==> src/rtl/clock_divider_bank.sv <==
// Bank of NUM_CH clock dividers on clk_sys; shadowed half-period updates land only on phase boundaries.
// Latency: clk_out/tick/cfg_pending are registered; first rise comes act+1 cycles after a channel starts.
// No backpressure: cfg_wr is always accepted. Define CLKDIV_BANK_TICK_EN to build the rise-tick registers.
module clock_divider_bank #(
  parameter int NUM_CH     = 4,
  parameter int CNT_W      = 8,
  parameter int RESET_HALF = 4,
  localparam int CH_W      = (NUM_CH > 1) ? $clog2(NUM_CH) : 1
) (
  input  logic              clk_sys,
  input  logic              rst,
  input  logic              cfg_wr,
  input  logic [CH_W-1:0]   cfg_ch,
  input  logic [CNT_W-1:0]  cfg_half,
  input  logic [NUM_CH-1:0] ch_en,
  input  logic              sync,
  output logic [NUM_CH-1:0] clk_out,
  output logic [NUM_CH-1:0] tick,
  output logic [NUM_CH-1:0] cfg_pending
);

  typedef enum logic [1:0] {
    IDLE  = 2'd0,
    RUN   = 2'd1,
    DRAIN = 2'd2
  } state_e;

  state_e           state_q [NUM_CH];
  state_e           state_d [NUM_CH];
  logic [CNT_W-1:0] cnt_q   [NUM_CH];
  logic [CNT_W-1:0] cnt_d   [NUM_CH];
  logic [CNT_W-1:0] act_q   [NUM_CH];
  logic [CNT_W-1:0] act_d   [NUM_CH];
  logic [CNT_W-1:0] shd_q   [NUM_CH];
  logic [CNT_W-1:0] shd_d   [NUM_CH];
  logic [NUM_CH-1:0] clk_q, clk_d;
  logic [NUM_CH-1:0] pend_q, pend_d;
  logic [NUM_CH-1:0] boundary, wr_hit, apply;

  always_ff @(posedge clk_sys or posedge rst) begin
    if (rst) begin
      for (int i = 0; i < NUM_CH; i++) begin
        state_q[i] <= IDLE;
        cnt_q[i]   <= '0;
        act_q[i]   <= CNT_W'(RESET_HALF);
        shd_q[i]   <= CNT_W'(RESET_HALF);
      end
      clk_q  <= '0;
      pend_q <= '0;
    end else begin
      for (int i = 0; i < NUM_CH; i++) begin
        state_q[i] <= state_d[i];
        cnt_q[i]   <= cnt_d[i];
        act_q[i]   <= act_d[i];
        shd_q[i]   <= shd_d[i];
      end
      clk_q  <= clk_d;
      pend_q <= pend_d;
    end
  end

  // Out-of-range channel indices never match, so such writes fall away here.
  always_comb begin
    boundary = '0;
    wr_hit   = '0;
    for (int i = 0; i < NUM_CH; i++) begin
      boundary[i] = (cnt_q[i] == act_q[i]);
      wr_hit[i]   = cfg_wr && (32'(cfg_ch) == i);
    end
  end

  always_comb begin
    clk_d  = clk_q;
    pend_d = pend_q;
    apply  = '0;
    for (int i = 0; i < NUM_CH; i++) begin
      state_d[i] = state_q[i];
      cnt_d[i]   = cnt_q[i];
      act_d[i]   = act_q[i];
      shd_d[i]   = shd_q[i];
    end
    for (int i = 0; i < NUM_CH; i++) begin
      unique case (state_q[i])
        IDLE: begin
          cnt_d[i] = '0;
          clk_d[i] = 1'b0;
          if (ch_en[i]) state_d[i] = RUN;
        end
        RUN: begin
          if (sync) begin
            cnt_d[i]   = '0;
            clk_d[i]   = 1'b0;
            apply[i]   = 1'b1;
            state_d[i] = ch_en[i] ? RUN : IDLE;
          end else if (!ch_en[i] && !clk_q[i]) begin
            cnt_d[i]   = '0;
            apply[i]   = 1'b1;
            state_d[i] = IDLE;
          end else if (boundary[i]) begin
            // Disabled with clk_out high and already at the edge: fall and stop now.
            cnt_d[i] = '0;
            clk_d[i] = ~clk_q[i];
            apply[i] = 1'b1;
            if (!ch_en[i]) state_d[i] = IDLE;
          end else begin
            cnt_d[i] = cnt_q[i] + CNT_W'(1);
            if (!ch_en[i]) state_d[i] = DRAIN;
          end
        end
        DRAIN: begin
          if (boundary[i]) begin
            cnt_d[i]   = '0;
            clk_d[i]   = 1'b0;
            apply[i]   = 1'b1;
            state_d[i] = IDLE;
          end else begin
            cnt_d[i] = cnt_q[i] + CNT_W'(1);
          end
        end
        default: state_d[i] = IDLE;
      endcase

      // Apply uses the registered pending flag, so a same-cycle write stays pending.
      if (apply[i] && pend_q[i]) begin
        act_d[i]  = shd_q[i];
        pend_d[i] = 1'b0;
      end
      if (wr_hit[i]) begin
        shd_d[i]  = cfg_half;
        pend_d[i] = 1'b1;
      end
    end
  end

  assign clk_out     = clk_q;
  assign cfg_pending = pend_q;

`ifdef CLKDIV_BANK_TICK_EN
  logic [NUM_CH-1:0] tick_q;

  always_ff @(posedge clk_sys or posedge rst) begin
    if (rst) tick_q <= '0;
    else     tick_q <= clk_d & ~clk_q;
  end

  assign tick = tick_q;
`else
  assign tick = '0;
`endif

endmodule

==> config.mk <==
export PLATFORM = sky130hd
export DESIGN_NAME = clock_divider_bank
export DESIGN_NICKNAME = d
export VERILOG_FILES = /design/src/rtl/clock_divider_bank.sv
export SDC_FILE = /design/constraint.sdc
export NUM_CORES = 1
export LEC_CHECK = 0
export ABC_AREA = 1
export BUFFER_PORTS_ARGS = -buffer_cell sky130_fd_sc_hd__buf_2
export CELL_PAD_IN_SITES_DETAIL_PLACEMENT = 1
export CELL_PAD_IN_SITES_GLOBAL_PLACEMENT = 1
export CORE_MARGIN = 8
export CORE_UTILIZATION = 30
export DETAILED_ROUTE_END_ITERATION = 16
export PLACE_DENSITY_LB_ADDON = 0.2
export SYNTH_ARGS = -nofsm -noshare
export SYNTH_HDL_FRONTEND = slang
export SYNTH_SLANG_ARGS = --single-unit
==> constraint.sdc <==
create_clock -name clk_sys -period 3.7 [get_ports clk_sys]
set_input_delay 0.74 -clock clk_sys [delete_from_list [all_inputs] [get_ports clk_sys]]
set_output_delay 0.74 -clock clk_sys [all_outputs]
set_load 0.005 [all_outputs]
# --- Yosys cells after proc, flatten, opt, wreduce, memory -nomap -nowiden ---
# Index checks and enable logic that the tools add are counted.
word_totals:
  register_bits: 112
  latch_bits: 0
  ram_bits: 0
  rom_bits: 0
  input_bits: 18
  n_memories: 0
classes:
  addsub: 4
  multipliers: 0
  div: 0
  magnitude_cmp: 0
  eq_ne: 35
  shifts: 0
  n_mux: 96
  bitwise: 4
  reduce_logical: 41
ops:
  columns: ["operator", "count"]
  rows:
  - ["2-to-1 mux 8 bit", 12]
  - ["one-hot mux 8 bit (3 select lines)", 4]
  - ["2-to-1 mux 2 bit", 28]
  - ["2-to-1 mux 1 bit", 40]
  - ["adder 8 x 1 -> 8 bit (second input constant)", 4]
  - ["equality test 8 bit", 4]
  - ["inequality test 3 bit (second input constant)", 8]
  - ["one-hot mux 2 bit (3 select lines)", 4]
  - ["inequality test 2 bit (second input constant)", 8]
  - ["inequality test 4 bit (second input constant)", 4]
  - ["AND reduction 4 bit", 4]
  - ["equality test 2 bit (second input constant)", 6]
  - ["logical AND 1 bit", 12]
  - ["one-hot mux 1 bit (3 select lines)", 4]
  - ["AND reduction 3 bit", 4]
  - ["nonzero test 3 bit", 4]
  - ["equality test 2 x 1 -> 1 bit (second input constant)", 5]
  - ["zero test 2 bit", 5]
  - ["zero test 1 bit", 8]
  - ["one-hot mux 1 bit (2 select lines)", 4]
  - ["nonzero test 2 bit", 4]
  - ["NOT 1 bit", 4]

# --- Depth between registers and ports, before layout ---
# Gate-level depths: netlist of the first run.
depth:
  ltp_word: 8
  ltp_mapped: 10

# --- Worst setup path after synthesis of the first run ---
# Ideal clock, no wire load.
synth_timing:
  path_type: "input to register"
  startpoint: "in sync"
  endpoint: "reg state_q[1] (netlist name)"
  setup_time_ns: 0.119
  arrival_ns: 1.467
  t_required_ns: 3.581
  slack_ns: 2.114
  path_stages: 7
  path_buffers: 1
  path_cell_list: "buf_2 > nor2_1 > nand2_1 > o21ai_0 > a21oi_1 > nand2_1 > o21a_1"
synth_via:
  elab_chain_len: 2
  elab_cells_between_ends: 4
  cone_classes: "eq/ne (1); mux (2); reduce/logical (1)"
synth_lines:
  columns: ["item", "line_no", "rtl"]
  rows:
  - ["start: declaration", "16", "input logic sync,"]
  - ["inequality test 4 bit (no line) / 2-to-1 mux 2 bit (equally long branches)", null, null]
  - ["AND reduction 3 bit (no line) / one-hot mux 2 bit (3 select lines) (equally long branches)", null, null]
  - ["end signal: indexed assignment", "52", "state_q[i] <= state_d[i];"]
  - ["end: declaration", "28", "state_e state_q [NUM_CH];"]
# Parallel ways exist; a longest one is shown, timed or not.
# A chain may end at the register's enable or synchronous reset.

# --- Worst setup path in the final report of the first run ---
layout_timing:
  startpoint: "reg state_q[1] (netlist name)"
  endpoint: "reg cnt_q[6] (netlist name)"
layout_via:
  elab_chain_len: 2
  elab_cells_between_ends: 5
  cone_classes: "eq/ne (2); mux (1); reduce/logical (2)"
layout_lines:
  columns: ["item", "line_no", "rtl"]
  rows:
  - ["equality test 2 bit, or another cell as far along", "83", "unique case (state_q[i])"]
  - ["one-hot mux 8 bit (3 select lines) / nonzero test 3 bit (equally long branches)", null, null]
  - ["end signal: indexed assignment", "53", "cnt_q[i] <= cnt_d[i];"]
  - ["end: declaration", "30", "logic [CNT_W-1:0] cnt_q [NUM_CH];"]
# Parallel ways exist; a longest one is shown, timed or not.

==> impl_results.md, run 1 <==
- Top area cells in the synthesized netlist: sky130_fd_sc_hd__dfrtp_1 45%, sky130_fd_sc_hd__nand2_1 16%, sky130_fd_sc_hd__xnor2_1 5.0%
- Number of antenna repair diodes: 0
- Final-layout fill cell count: between 2000 and 2500
- Core Region: 19300 um^2
- Per-instance average area after synthesis: around 8.2 um^2
- Critical path launch point: state_q[1]
- Clock buffer depth: 2
- Total setup buffers inserted after CTS: 0
- Initial antenna violation count: 0
- Insertion delay of the later-clocked pin in the worst-skew pair: 0.35 ns
- Worst slew pin tran: 0.951 ns
- Most Frequent Cell on Critical Path: sky130_fd_sc_hd__inv_1
- Top cells by count, synth: 250 x sky130_fd_sc_hd__nand2_1, 104 x sky130_fd_sc_hd__dfrtp_1, 61 x sky130_fd_sc_hd__inv_1
- Placed cell area: 6200 um^2
- Share of flip-flops with an asynchronous set or reset: 100%
- Final antenna-violating net count: 0
- Pre-antenna DRT Iters: 4
- Critical-path cell with the highest stage delay: sky130_fd_sc_hd__ha_1
- Clock Skews: 0.00602 ns
- Final instance area: 6460 um^2
- Maximum level of the CTS H-tree: 3
- Worst hold path startpoint: shd_q[26]
- Category of cells accounting for the largest share of critical-path delay: simple AND/OR/NAND/NOR gates
- Post-DP HPWL: 10.3 mm
- Data required time of the critical path: approximately 4 ns
- Number of distinct library cell variants in the gate-level netlist after synthesis: 32
- Max-cap violations: 0
- Vias post-DR: 4578
- Fin. max-slew vios: 0
- Worst flop-to-flop path startpoint: state_q[1]
- Areal power density over the cells: about 670 nW/um^2
- Number of nets in the layout: 767
- Portion of the post-synthesis area used by sequential elements: 48.4%
- Final Hold Violating Endpoints: 0
- Total routing usage reported by global routing: 12.0%
- Kind of start point of the critical path: flop
- Largest stage delay on the critical path: between 0.5 and 0.6 ns
- Clock slew seen by the registers of the worst setup and hold paths: 0.07 ns
- Initial cell density of the core: 30.2%
- Cell Chain, Critical Path: inv_1, ha_1, inv_1, nor2_1, inv_1, a21oi_1, nand3_1, nand2_1
- Die boundary width: 155 um
- Layout area overhead: 11.1%
- Vias per std cell: roughly 4.6
- Congestion Overflow GR: 0
- Pin count of the biggest net entering global routing: 74
- Number of global-route vias before repair: 4796
- Post-synthesis register bit count: 112
- Die area: 24100 um^2
- Rel. slew slack: 36.6%
- Peak supply drop: 0.000291 V
- Yosys top cell area share: 44.8%
- Total number of yosys warnings: 0
- Synthesized netlist cell count: 711
- Share of the clock period used by the worst path: 54.6%
- Leak: about 3.2 nW
- Die extent in y: about 160 um
- Biggest area consumer among synthesized cells: sky130_fd_sc_hd__dfrtp_1
- Unrepaired setup endpoints after global routing: no
- Number of placed I/O pins: 30
- Sum of buffers and inverters on the critical path: 3
- Largest fanout on the critical path: 11
- Post-CTS Hold Fix Bufs: 0
- Total routed wirelength: 13.7 mm
- Timing-limited maximum frequency: between 400 and 500 MHz
- Final Setup Violations: 0
- Number of clock buffers inserted by TritonCTS: 9
- Placement row count: 51
- Multi-input combinational cell area: 2670 um^2
- Worst setup EP type: flop
- Type of the worst setup path: flop to flop
- Combined area of all synthesized cells: 5810 um^2
- First-pass GRT wire length: 23.4 mm
- CTS tree: yes
- Endpoint arrival time on the critical path: approximately 2.3 ns
- Detailed router's first-iteration violation count: 171
- Most instantiated library cell after synthesis: sky130_fd_sc_hd__nand2_1
- Setup Total Neg Slack: 0 ns
- Fraction of final layout cells sized beyond drive strength 1: under 10%
- Sequential Area: 2810 um^2
- Top_reg_cell synth: sky130_fd_sc_hd__dfrtp_1
- Post-synth EDFFs: 0
- Weighted congestion at the end of routability-driven global placement: 0.759
- Run status: finished, final reports clean
- Buffers on Ports: 25
- Clock sink total: 112
- Drc violations: 0
- Final worst path period need: about 2 ns
- Clock Tree Root: sky130_fd_sc_hd__clkbuf_16
- Per-cell routed wire length: 13.8 um
- Class of the tightest hold or removal check: flop to flop
- Gates resized, CTS repair: 0
worst min-delay path, stage by stage, from the launching register on:
cell	delay [ns]
sky130_fd_sc_hd__dfstp_2	0.37
sky130_fd_sc_hd__nand2_1	0.06
sky130_fd_sc_hd__nand2_1	0.05
placed cells by master (no fill, tap or decap), drive strengths merged:
cell	count
nand2	253
dfrtp	104
inv	62
o21ai	56
nand3	44
nor2	38
xnor2	33
nand4	29
buf	26
ha	20
xor2	14
clkbuf	12
a21oi	9
dfstp	8
nand3b	7
conb	4
or2	3
clkinv	3
o21a	2
a21boi	2
a31o	2
o211ai	1
nor3	1
clkinvlp	1
per-stage QoR:
step / hold slack, ns / power [mW] / util (%) / setup slack [ns] / cells
floorplan: 0.442 / 3.01 / - / 0.0142 / 714
global placement: 0.461 / 3.41 / 32.2 / 1.77 / 983
detailed placement: 0.467 / 3.50 / 32.2 / 1.69 / 983
CTS: 0.478 / 4.43 / 33.5 / 1.70 / 999
global route: 0.491 / 4.75 / 33.5 / 1.51 / 999
finish: 0.473 / 4.34 / 33.5 / 1.68 / 999
registers in the layout, summed over array words and instances, names as in the netlist:
| register | count |
|---|---|
| act_q | 32 |
| cnt_q | 32 |
| shd_q | 32 |
| state_q | 8 |
| cfg_pending | 4 |
| clk_out | 4 |
final timing paths:
path                                       end  slack (ns)  cells past startpoint
worst max-delay path                  cnt_q[6]        1.68                      8
worst max register to register        cnt_q[6]        1.68                      8
max in group asynchronous            act_q[26]        2.28                      3
worst min-delay path                 act_q[26]        0.47                      2
worst min register to register       act_q[26]        0.47                      2
min in group asynchronous       cfg_pending[1]        0.61                      2
area by class of cell:
class | count | area share, %
clock inverters | 4 | 0.349
inverters | 62 | 3.64
flip-flops and latches | 112 | 43.6
repair buffers | 26 | 2.25
multi-input cells | 518 | 41.4
clock buffers | 12 | 3.66
well taps | 265 | 5.13
per-layer routing:
layer / track usage, % / share of wire [%]
met3: 2.58 / 2.8
met2: 19.9 / 48
met4: 3.33 / 1.0
met5: 0 / 0
met1: 15.6 / 48
power by group:
part	internal [mW]	total, mW	switching (mW)
Sequential	1.54	1.83	0.290
Combinational	0.558	1.61	1.05
Clock	0.456	0.906	0.450
Total	2.55	4.34	1.79
cell families (layout without fill, tap and decap cells):
family,Yosys count,count (layout),synth area share [%]
adders and majority gates,20,20,4.30
AOI/OAI and AO/OA,72,72,6.74
DFF,112,112,48.4
other,1,4,0.0645
buffers and inverters,84,104,5.81
and+or+nand+nor,375,375,27.6
xor gates and xnor gates,47,47,7.08
No activity file was read; power rests on OpenSTA's default activity.
==> inputs of run 2 (changes only) <==
--- a/config.mk
+++ b/config.mk
@@ -5,7 +5,7 @@
 export SDC_FILE = /design/constraint.sdc
 export NUM_CORES = 1
 export LEC_CHECK = 0
-export ABC_AREA = 1
+export ABC_AREA = 0
 export BUFFER_PORTS_ARGS = -buffer_cell sky130_fd_sc_hd__buf_2
 export CELL_PAD_IN_SITES_DETAIL_PLACEMENT = 1
 export CELL_PAD_IN_SITES_GLOBAL_PLACEMENT = 1
==> constraint.sdc (replaced) <==
create_clock -name clk_sys -period 1.7 [get_ports clk_sys]
set_input_delay 0.34 -clock clk_sys [delete_from_list [all_inputs] [get_ports clk_sys]]
set_output_delay 0.34 -clock clk_sys [all_outputs]
set_load 0.005 [all_outputs]
==> run 2 against run 1 <==
Effect of this change:
- the flow now finishes with violations (negative setup slack)
- total power increased by 140%
- clock power increased by 120%
- first-iteration DRC count is 20% lower
- sequential power is 120% higher
- area after synthesis rose by 0.28%
- critical endpoint is now cnt_q[29]
- largest cell class is now multi-input gates
- largest power group is now combinational logic
- highest routed layer unchanged
==> impl_results.md, run 2 <==
- Clock Skews: 0.00585 ns (-0.000170 ns)
- Detailed router's first-iteration violation count: 137 (-20%)
- Violations in the final reports: negative setup slack
- Data required time of the critical path: 1.94 ns (-2.05 ns)
- Portion of the post-synthesis area used by sequential elements: 48.3% (-0.14 points)
- Placement row count: 51 (unchanged)
- Top flop regs: act_q: 32 flops, cnt_q: 32 flops, shd_q: 32 flops
- Per-instance average area after synthesis: 11.3 um^2 (+38%)
- Endpoint of the most critical register-to-register path: cnt_q[29]
- Number of distinct library cell variants in the gate-level netlist after synthesis: 49 (+53%)
- Leak: 3.75 nW (+16%)
- Run status: finished with violations
- Worst setup EP type: flop
- Class of the tightest hold or removal check: primary input to async pin
- Most instantiated library cell after synthesis: sky130_fd_sc_hd__dfrtp_1
- Drc violations: 0 (unchanged)
- Final worst path period need: 1.96 ns (-0.0666 ns)
- Maximum level of the CTS H-tree: 3 (unchanged)
- Combined area of all synthesized cells: 5830 um^2 (+0.28%)
- Post-DP HPWL: 10.6 mm (+3.3%)
- Total routing usage reported by global routing: 13.0% (+0.99 points)
- Vias per std cell: 4.81 (+4.9%)
- Initial cell density of the core: 30.2% (+0.084 points)
- Kind of start point of the critical path: flop
- Weighted congestion at the end of routability-driven global placement: 0.773 (+1.9%)
- Die area: 24100 um^2 (+0.25%)
- Die extent in y: 155 um (+0.13%)
- Top cells by count, synth: 104 x sky130_fd_sc_hd__dfrtp_1, 58 x sky130_fd_sc_hd__mux2_2, 38 x sky130_fd_sc_hd__nand2_1
- Buffers on Ports: 25 (unchanged)
- Total routed wirelength: 15.3 mm (+11%)
- Peak supply drop: 0.000800 V (+180%)
- Number of nets in the layout: 706 (-8.0%)
- Max-cap violations: 0 (unchanged)
- Setup Total Neg Slack: -11.43 ns (-11.43 ns)
- Areal power density over the cells: 1290 nW/um^2 (+92%)
- Commonest cells after routing, fill and taps aside: 108 x sky130_fd_sc_hd__buf_4, 103 x sky130_fd_sc_hd__dfrtp_1, 35 x sky130_fd_sc_hd__nand2_1
- Number of antenna repair diodes: 0 (unchanged)
- Yosys top cell area share: 44.6% (-0.12 points)
- Rel. slew slack: 64.3% (+28 points)
- CTS tree: yes
- Least setup slack across all paths after layout: -0.255 ns (-1.93 ns)
- Share of the clock period used by the worst path: 115% (+60 points)
- Worst-case register-to-register setup slack: -0.26 ns (-1.93 ns)
- Type of the worst setup path: flop to flop
- Total number of yosys warnings: 0 (unchanged)
- Final antenna-violating net count: 0 (unchanged)
- Number of global-route vias before repair: 4909 (+2.4%)
- Worst slack, placed: -0.309 ns (-2.00 ns)
- Synthesized netlist cell count: 516 (-27%)
- Fraction of final layout cells sized beyond drive strength 1: 48.4% (+40 points)
- Share of flip-flops with an asynchronous set or reset: 100% (unchanged)
- FF-to-FF path depth: 5 (-3)
- Congestion Overflow GR: 0 (unchanged)
- Number of clock buffers inserted by TritonCTS: 9 (unchanged)
- Clock slew seen by the registers of the worst setup and hold paths: 0.08 ns (about the same)
- Layout area overhead: 38.8%
- Die boundary width: 155 um (+0.13%)
- Number of placed I/O pins: 30 (unchanged)
- Per-cell routed wire length: 16.3 um (+19%)
- Biggest area consumer among synthesized cells: sky130_fd_sc_hd__dfrtp_1
- Clock Tree Root: sky130_fd_sc_hd__clkbuf_16
- Pin count of the biggest net entering global routing: 95 (+28%)
- Post-layout utilization of the core: 42.0% (+8.5 points)
- Post-synthesis register bit count: 112 (unchanged)
- Endpoint arrival time on the critical path: 2.19 ns (-0.12 ns)
- Worst flop-to-flop path startpoint: act_q[30]
- Clock sink total: 112 (unchanged)
- Top area cells in the synthesized netlist: sky130_fd_sc_hd__dfrtp_1 45%, sky130_fd_sc_hd__mux2_2 11%, sky130_fd_sc_hd__xor2_1 5.1%
- Post-synth EDFFs: 0 (unchanged)
- Final Hold Violating Endpoints: 0 (unchanged)
- Top_reg_cell synth: sky130_fd_sc_hd__dfrtp_1
- Vias post-DR: 4510 (-1.5%)
- Clock buffer depth: 2 (unchanged)
- Pre-antenna DRT Iters: 4 (unchanged)
- Commonest non-fill, non-tap cell in the layout: sky130_fd_sc_hd__buf_4
- First-pass GRT wire length: 25.4 mm (+8.7%)
- Post-CTS Hold Fix Bufs: 0 (unchanged)
- Timing-limited maximum frequency: 511 MHz (+3.4%)
- Core Region: 19300 um^2 (unchanged)
- Final Setup Violations: 67 (+67)
- Initial antenna violation count: 0 (unchanged)
- Insertion delay of the later-clocked pin in the worst-skew pair: 0.35 ns (about the same)
- Unrepaired setup endpoints after global routing: yes
- Worst slew pin tran: 0.535 ns (-0.415 ns)
- Largest fanout on the critical path: 3 (-8)
- Fin. max-slew vios: 0 (unchanged)
## run 2: changes by cell type after synthesis, moves of 9 or more
| cell | delta |
|---|---|
| sky130_fd_sc_hd__nand3_1 | -20 |
| sky130_fd_sc_hd__nand4_1 | -26 |
| sky130_fd_sc_hd__nor3_1 | +9 |
| sky130_fd_sc_hd__a21oi_1 | +11 |
| sky130_fd_sc_hd__inv_1 | -43 |
| sky130_fd_sc_hd__mux2_2 | +58 |
| sky130_fd_sc_hd__nand2_1 | -212 |
| sky130_fd_sc_hd__nor2_1 | -14 |
| sky130_fd_sc_hd__a21o_1 | +13 |
| sky130_fd_sc_hd__o21ai_0 | -29 |
| sky130_fd_sc_hd__xnor2_1 | -33 |
| sky130_fd_sc_hd__xor2_1 | +20 |
## run 2: what timing repair did
item	in CTS	in global routing
setup endpoints to repair	73	80
gates resized for setup	63	53
pin swaps	28	27
buffers inserted	15	11
hold endpoints to repair	0	0
## run 2: cell type report
cell class | instances | area [um^2]
Fill cell | 2105 | 11200
Clock inverter | 5 | 32.5
Clock buffer | 11 | 233
Sequential cell | 112 | 2810
Multi-Input combinational cell | 377 | 3440
Timing Repair Buffer | 150 | 1170
Tap cell | 265 | 332
Inverter | 18 | 71.3
## run 2: critical path, stage by stage, from the launching register on
cell	delay (ns)
sky130_fd_sc_hd__dfrtp_1	0.42
sky130_fd_sc_hd__xor2_2	0.20
sky130_fd_sc_hd__or4_4	0.57
sky130_fd_sc_hd__o211a_1	0.28
sky130_fd_sc_hd__a21o_1	0.16
sky130_fd_sc_hd__a22o_1	0.23
## run 2: worst max path at each step
stage	start	cells after the start	slack, ns	endpoint
3_5_place_dp	act_q[30]	6	-0.31	act_q[29]
4_1_cts	act_q[28]	5	-0.22	cnt_q[29]
2_1_floorplan	cnt_q[28]	5	-0.23	act_q[24]
3_3_place_gp	act_q[30]	6	-0.29	act_q[24]
5_1_grt	act_q[10]	6	-0.35	act_q[13]
6_report	act_q[30]	5	-0.26	cnt_q[29]
## run 2: kinds of logic after synthesis
family	Yosys count	share of synthesized area, %
other	1	0.0643
AND/OR/NAND/NOR	145	13.5
AO/OA/AOI/OAI	104	12.7
buffers and inverters	30	2.21
flip-flops	112	48.3
XOR/XNOR	34	5.11
multiplexers	70	14.0
adder cells (fa/ha/maj)	20	4.29
## run 2: report_power, final
part / internal, mW / leakage, nW / switching, mW
combinational: 2.56 / 2.21 / 1.92
sequential: 3.37 / 1.41 / 0.572
clock: 0.999 / 0.134 / 1.00
## run 2: through the flow
stage / hold slack, ns / instances / instance area, um^2 / power [mW]
after floorplan: 0.474 / 519 / 5960 / 6.07
after global placement: 0.448 / 901 / 7170 / 7.37
after detailed placement: 0.448 / 901 / 7170 / 7.50
after CTS: 0.0608 / 931 / 7820 / 10.1
after global routing: 0.0825 / 938 / 8090 / 11.1
final: 0.0596 / 938 / 8090 / 10.4
## run 2: per-layer routing
metal / global-route usage [%] / part of all wire [%] / up-vias
li1: - / - / 2153
met1: 16.5 / 46 / 2314
met2: 22.2 / 51 / 35
met3: 3.02 / 2.3 / 8
met4: 2.45 / 0.75 / 0
met5: 0 / 0 / -
==> inputs of run 3 (changes only) <==
--- a/config.mk
+++ b/config.mk
@@ -6,12 +6,12 @@
 export NUM_CORES = 1
 export LEC_CHECK = 0
 export ABC_AREA = 0
-export BUFFER_PORTS_ARGS = -buffer_cell sky130_fd_sc_hd__buf_2
 export CELL_PAD_IN_SITES_DETAIL_PLACEMENT = 1
 export CELL_PAD_IN_SITES_GLOBAL_PLACEMENT = 1
 export CORE_MARGIN = 8
 export CORE_UTILIZATION = 30
 export DETAILED_ROUTE_END_ITERATION = 16
+export DONT_BUFFER_PORTS = 1
 export PLACE_DENSITY_LB_ADDON = 0.2
 export SYNTH_ARGS = -nofsm -noshare
 export SYNTH_HDL_FRONTEND = slang
==> constraint.sdc (replaced) <==
create_clock -name clk_sys -period 2.23 [get_ports clk_sys]
set_input_delay 0.446 -clock clk_sys [delete_from_list [all_inputs] [get_ports clk_sys]]
set_output_delay 0.446 -clock clk_sys [all_outputs]
set_load 0.005 [all_outputs]
==> run 3 against run 2 <==
Effect of this change:
- the flow now finishes without violations
- total power is 35% lower
- flip-flop and latch count is the same
- global-route usage is 1.3 points lower
- sequential share of layout area rose by 7.7 points
- critical endpoint is now act_q[24]
- largest cell class unchanged
- highest routed layer unchanged
==> impl_results.md, run 3 (synthesis gave the netlist of run 2 again) <==
- Clock sink total: 112 (unchanged)
- Die area: 24100 um^2 (unchanged)
- Run status: finished, final reports clean
- Worst setup EP type: flop
- Final Hold Violating Endpoints: 0 (unchanged)
- Clock slew seen by the registers of the worst setup and hold paths: 0.07 ns (about the same)
- Insertion delay of the later-clocked pin in the worst-skew pair: 0.35 ns (about the same)
- Maximum level of the CTS H-tree: 3 (unchanged)
- Drc violations: 0 (unchanged)
- Detailed route wirelength on metal2: 6.51 mm (-16%)
- Post-DP HPWL: 9.76 mm (-8.1%)
- Multi-input combinational cell area: 2910 um^2 (-15%)
- Unrepaired setup endpoints after global routing: no
- Die extent in y: 155 um (unchanged)
- Fraction of power consumed by combinational cells: 29.6% (-13 points)
- Areal power density over the cells: 1020 nW/um^2 (-21%)
- Class of the tightest hold or removal check: primary input to flop
- Final antenna-violating net count: 0 (unchanged)
- Switching power total: 2.12 mW (-39%)
- Number of antenna repair diodes: 0 (unchanged)
- Total routed wirelength: 13.3 mm (-13%)
- Max-cap violations: 0 (unchanged)
- Timing-limited maximum frequency: 479 MHz (-6.4%)
- Die boundary width: 155 um (unchanged)
- Buffers on Ports: 0 (-100%)
- Core Region: 19300 um^2 (unchanged)
- Peak supply drop: 0.000361 V (-55%)
- Share of total power in sequential cells: 44.2% (+6.4 points)
- Top flop regs: act_q: 32 flops, cnt_q: 32 flops, shd_q: 32 flops
- Pre-antenna DRT Iters: 4 (unchanged)
- CTS tree: yes
- Data required time of the critical path: 2.46 ns (+0.52 ns)
- Worst slack, placed: 0.0224 ns (+0.332 ns)
- Clock Skews: 0.00621 ns (+0.000362 ns)
- Vias post-DR: 3962 (-12%)
- First-pass GRT wire length: 22.9 mm (-10%)
- Fraction of final layout cells sized beyond drive strength 1: 23.6% (-25 points)
- Fin. max-slew vios: 0 (unchanged)
- Sequential Area: 2810 um^2 (about the same)
- Share of the clock period used by the worst path: 93.7% (-21 points)
- Worst slew pin tran: 0.699 ns (+0.163 ns)
- Weighted congestion at the end of routability-driven global placement: 0.744 (-3.8%)
- Switching Fraction: 31.5% (-2.0 points)
- Detailed router's first-iteration violation count: 164 (+20%)
- Kind of start point of the critical path: flop
- Largest fanout on the critical path: 8 (+5)
- Wire length on met3: 429 um (+23%)
- Highest metal layer with signal wires: met4
- Final Setup Violations: 0 (-100%)
- Type of the worst setup path: flop to flop
- Number of global-route vias before repair: 4378 (-11%)
- Leak: 2.91 nW (-22%)
- Rel. slew slack: 53.2% (-11 points)
- Clock Tree Root: sky130_fd_sc_hd__clkbuf_16
- Layout area overhead: 13.7%
- Initial cell density of the core: 30.2% (unchanged)
- Number of clock buffers inserted by TritonCTS: 9 (unchanged)
- Endpoint arrival time on the critical path: 2.32 ns (+0.13 ns)
- Pin count of the biggest net entering global routing: 89 (-6.3%)
- Final-layout fill cell count: 2174 (+3.3%)
- Total routing usage reported by global routing: 11.7% (-1.3 points)
- Initial antenna violation count: 0 (unchanged)
- Final worst path period need: 2.09 ns (+0.134 ns)
- Clock share of power: 26.1% (+6.9 points)
- Vias per std cell: 4.91 (+2.1%)
- Design internal power: 4.62 mW (-33%)
- Congestion Overflow GR: 0 (unchanged)
- Placement row count: 51 (unchanged)
- Sum of routed wire segments on met1: 6.23 mm (-12%)
- Number of placed I/O pins: 30 (unchanged)
- Number of nets in the layout: 575 (-19%)
- Clock buffer depth: 2 (unchanged)
- Commonest non-fill, non-tap cell in the layout: sky130_fd_sc_hd__dfrtp_1
- Per-cell routed wire length: 16.5 um (+1.1%)
- Commonest cells after routing, fill and taps aside: 104 x sky130_fd_sc_hd__dfrtp_1, 58 x sky130_fd_sc_hd__mux2_2, 38 x sky130_fd_sc_hd__nand2_1
- Setup Total Neg Slack: 0 ns (+11.43 ns)
- Least setup slack across all paths after layout: 0.141 ns (+0.396 ns)
-- run 3: routing by layer --
metal | global-route usage [%] | vias up
met3 | 2.50 | 11
met5 | 0 | -
met4 | 3.74 | 0
met1 | 14.8 | 2022
li1 | - | 1902
met2 | 19.5 | 27
-- run 3: cell type report --
class / instances / share of cell area (%)
Timing Repair Buffer: 19 / 2.76
Inverter: 18 / 1.08
Multi-Input combinational cell: 377 / 43.9
Clock buffer: 11 / 3.66
Sequential cell: 112 / 42.4
Clock inverter: 5 / 1.21
Tap cell: 265 / 5.00
-- run 3: power groups by stage --
stage / Sequential, mW / Combinational, mW / Clock, mW
4_1_cts: 3.00 / 1.96 / 1.84
5_1_grt: 3.06 / 2.24 / 1.92
6_report: 2.98 / 2.00 / 1.76
3_5_place_dp: 3.04 / 1.95 / 0
3_3_place_gp: 3.02 / 1.87 / 0
2_1_floorplan: 2.88 / 1.57 / 0
-- run 3: worst max-delay path: stages, from the launching register on --
cell and delay, ns:
sky130_fd_sc_hd__dfrtp_1 0.44, sky130_fd_sc_hd__xor2_1 0.18, sky130_fd_sc_hd__nor4_2 0.43, sky130_fd_sc_hd__a211oi_2 0.17
sky130_fd_sc_hd__o22ai_4 0.41, sky130_fd_sc_hd__mux2_4 0.34
-- run 3: path summary, 6_finish.rpt --
path	start	endpoint	slack, ns	cells past startpoint
worst min register to register	shd_q[8]	shd_q[8]	0.50	1
max in group asynchronous	rst	shd_q[2]	0.91	3
worst max-delay path	cnt_q[27]	act_q[24]	0.14	5
min in group asynchronous	rst	state_q[3]	0.55	2
worst min-delay path	cfg_half[0]	shd_q[16]	0.25	1
worst max register to register	cnt_q[27]	act_q[24]	0.14	5
-- run 3: stage by stage --
| step | power [mW] | area [um^2] | hold WS [ns] | utilization, % | cells |
|---|---|---|---|---|---|
| 2_1_floorplan | 4.45 | 5840 | 0.474 | - | 519 |
| 3_3_place_gp | 4.89 | 6250 | 0.302 | 32.4 | 788 |
| 3_5_place_dp | 4.98 | 6250 | 0.304 | 32.4 | 788 |
| 4_1_cts | 6.81 | 6580 | 0.229 | 34.1 | 805 |
| 5_1_grt | 7.21 | 6630 | 0.225 | 34.4 | 807 |
| 6_report | 6.74 | 6630 | 0.247 | 34.4 | 807 |
-- run 3: what timing repair did --
action                                 in CTS  in global routing
hold buffers                                1                  0
setup endpoints to repair                   0                 24
gates resized for setup                     0                  1
endpoints found under the hold margin      11                  0
setup buffers                               0                  2
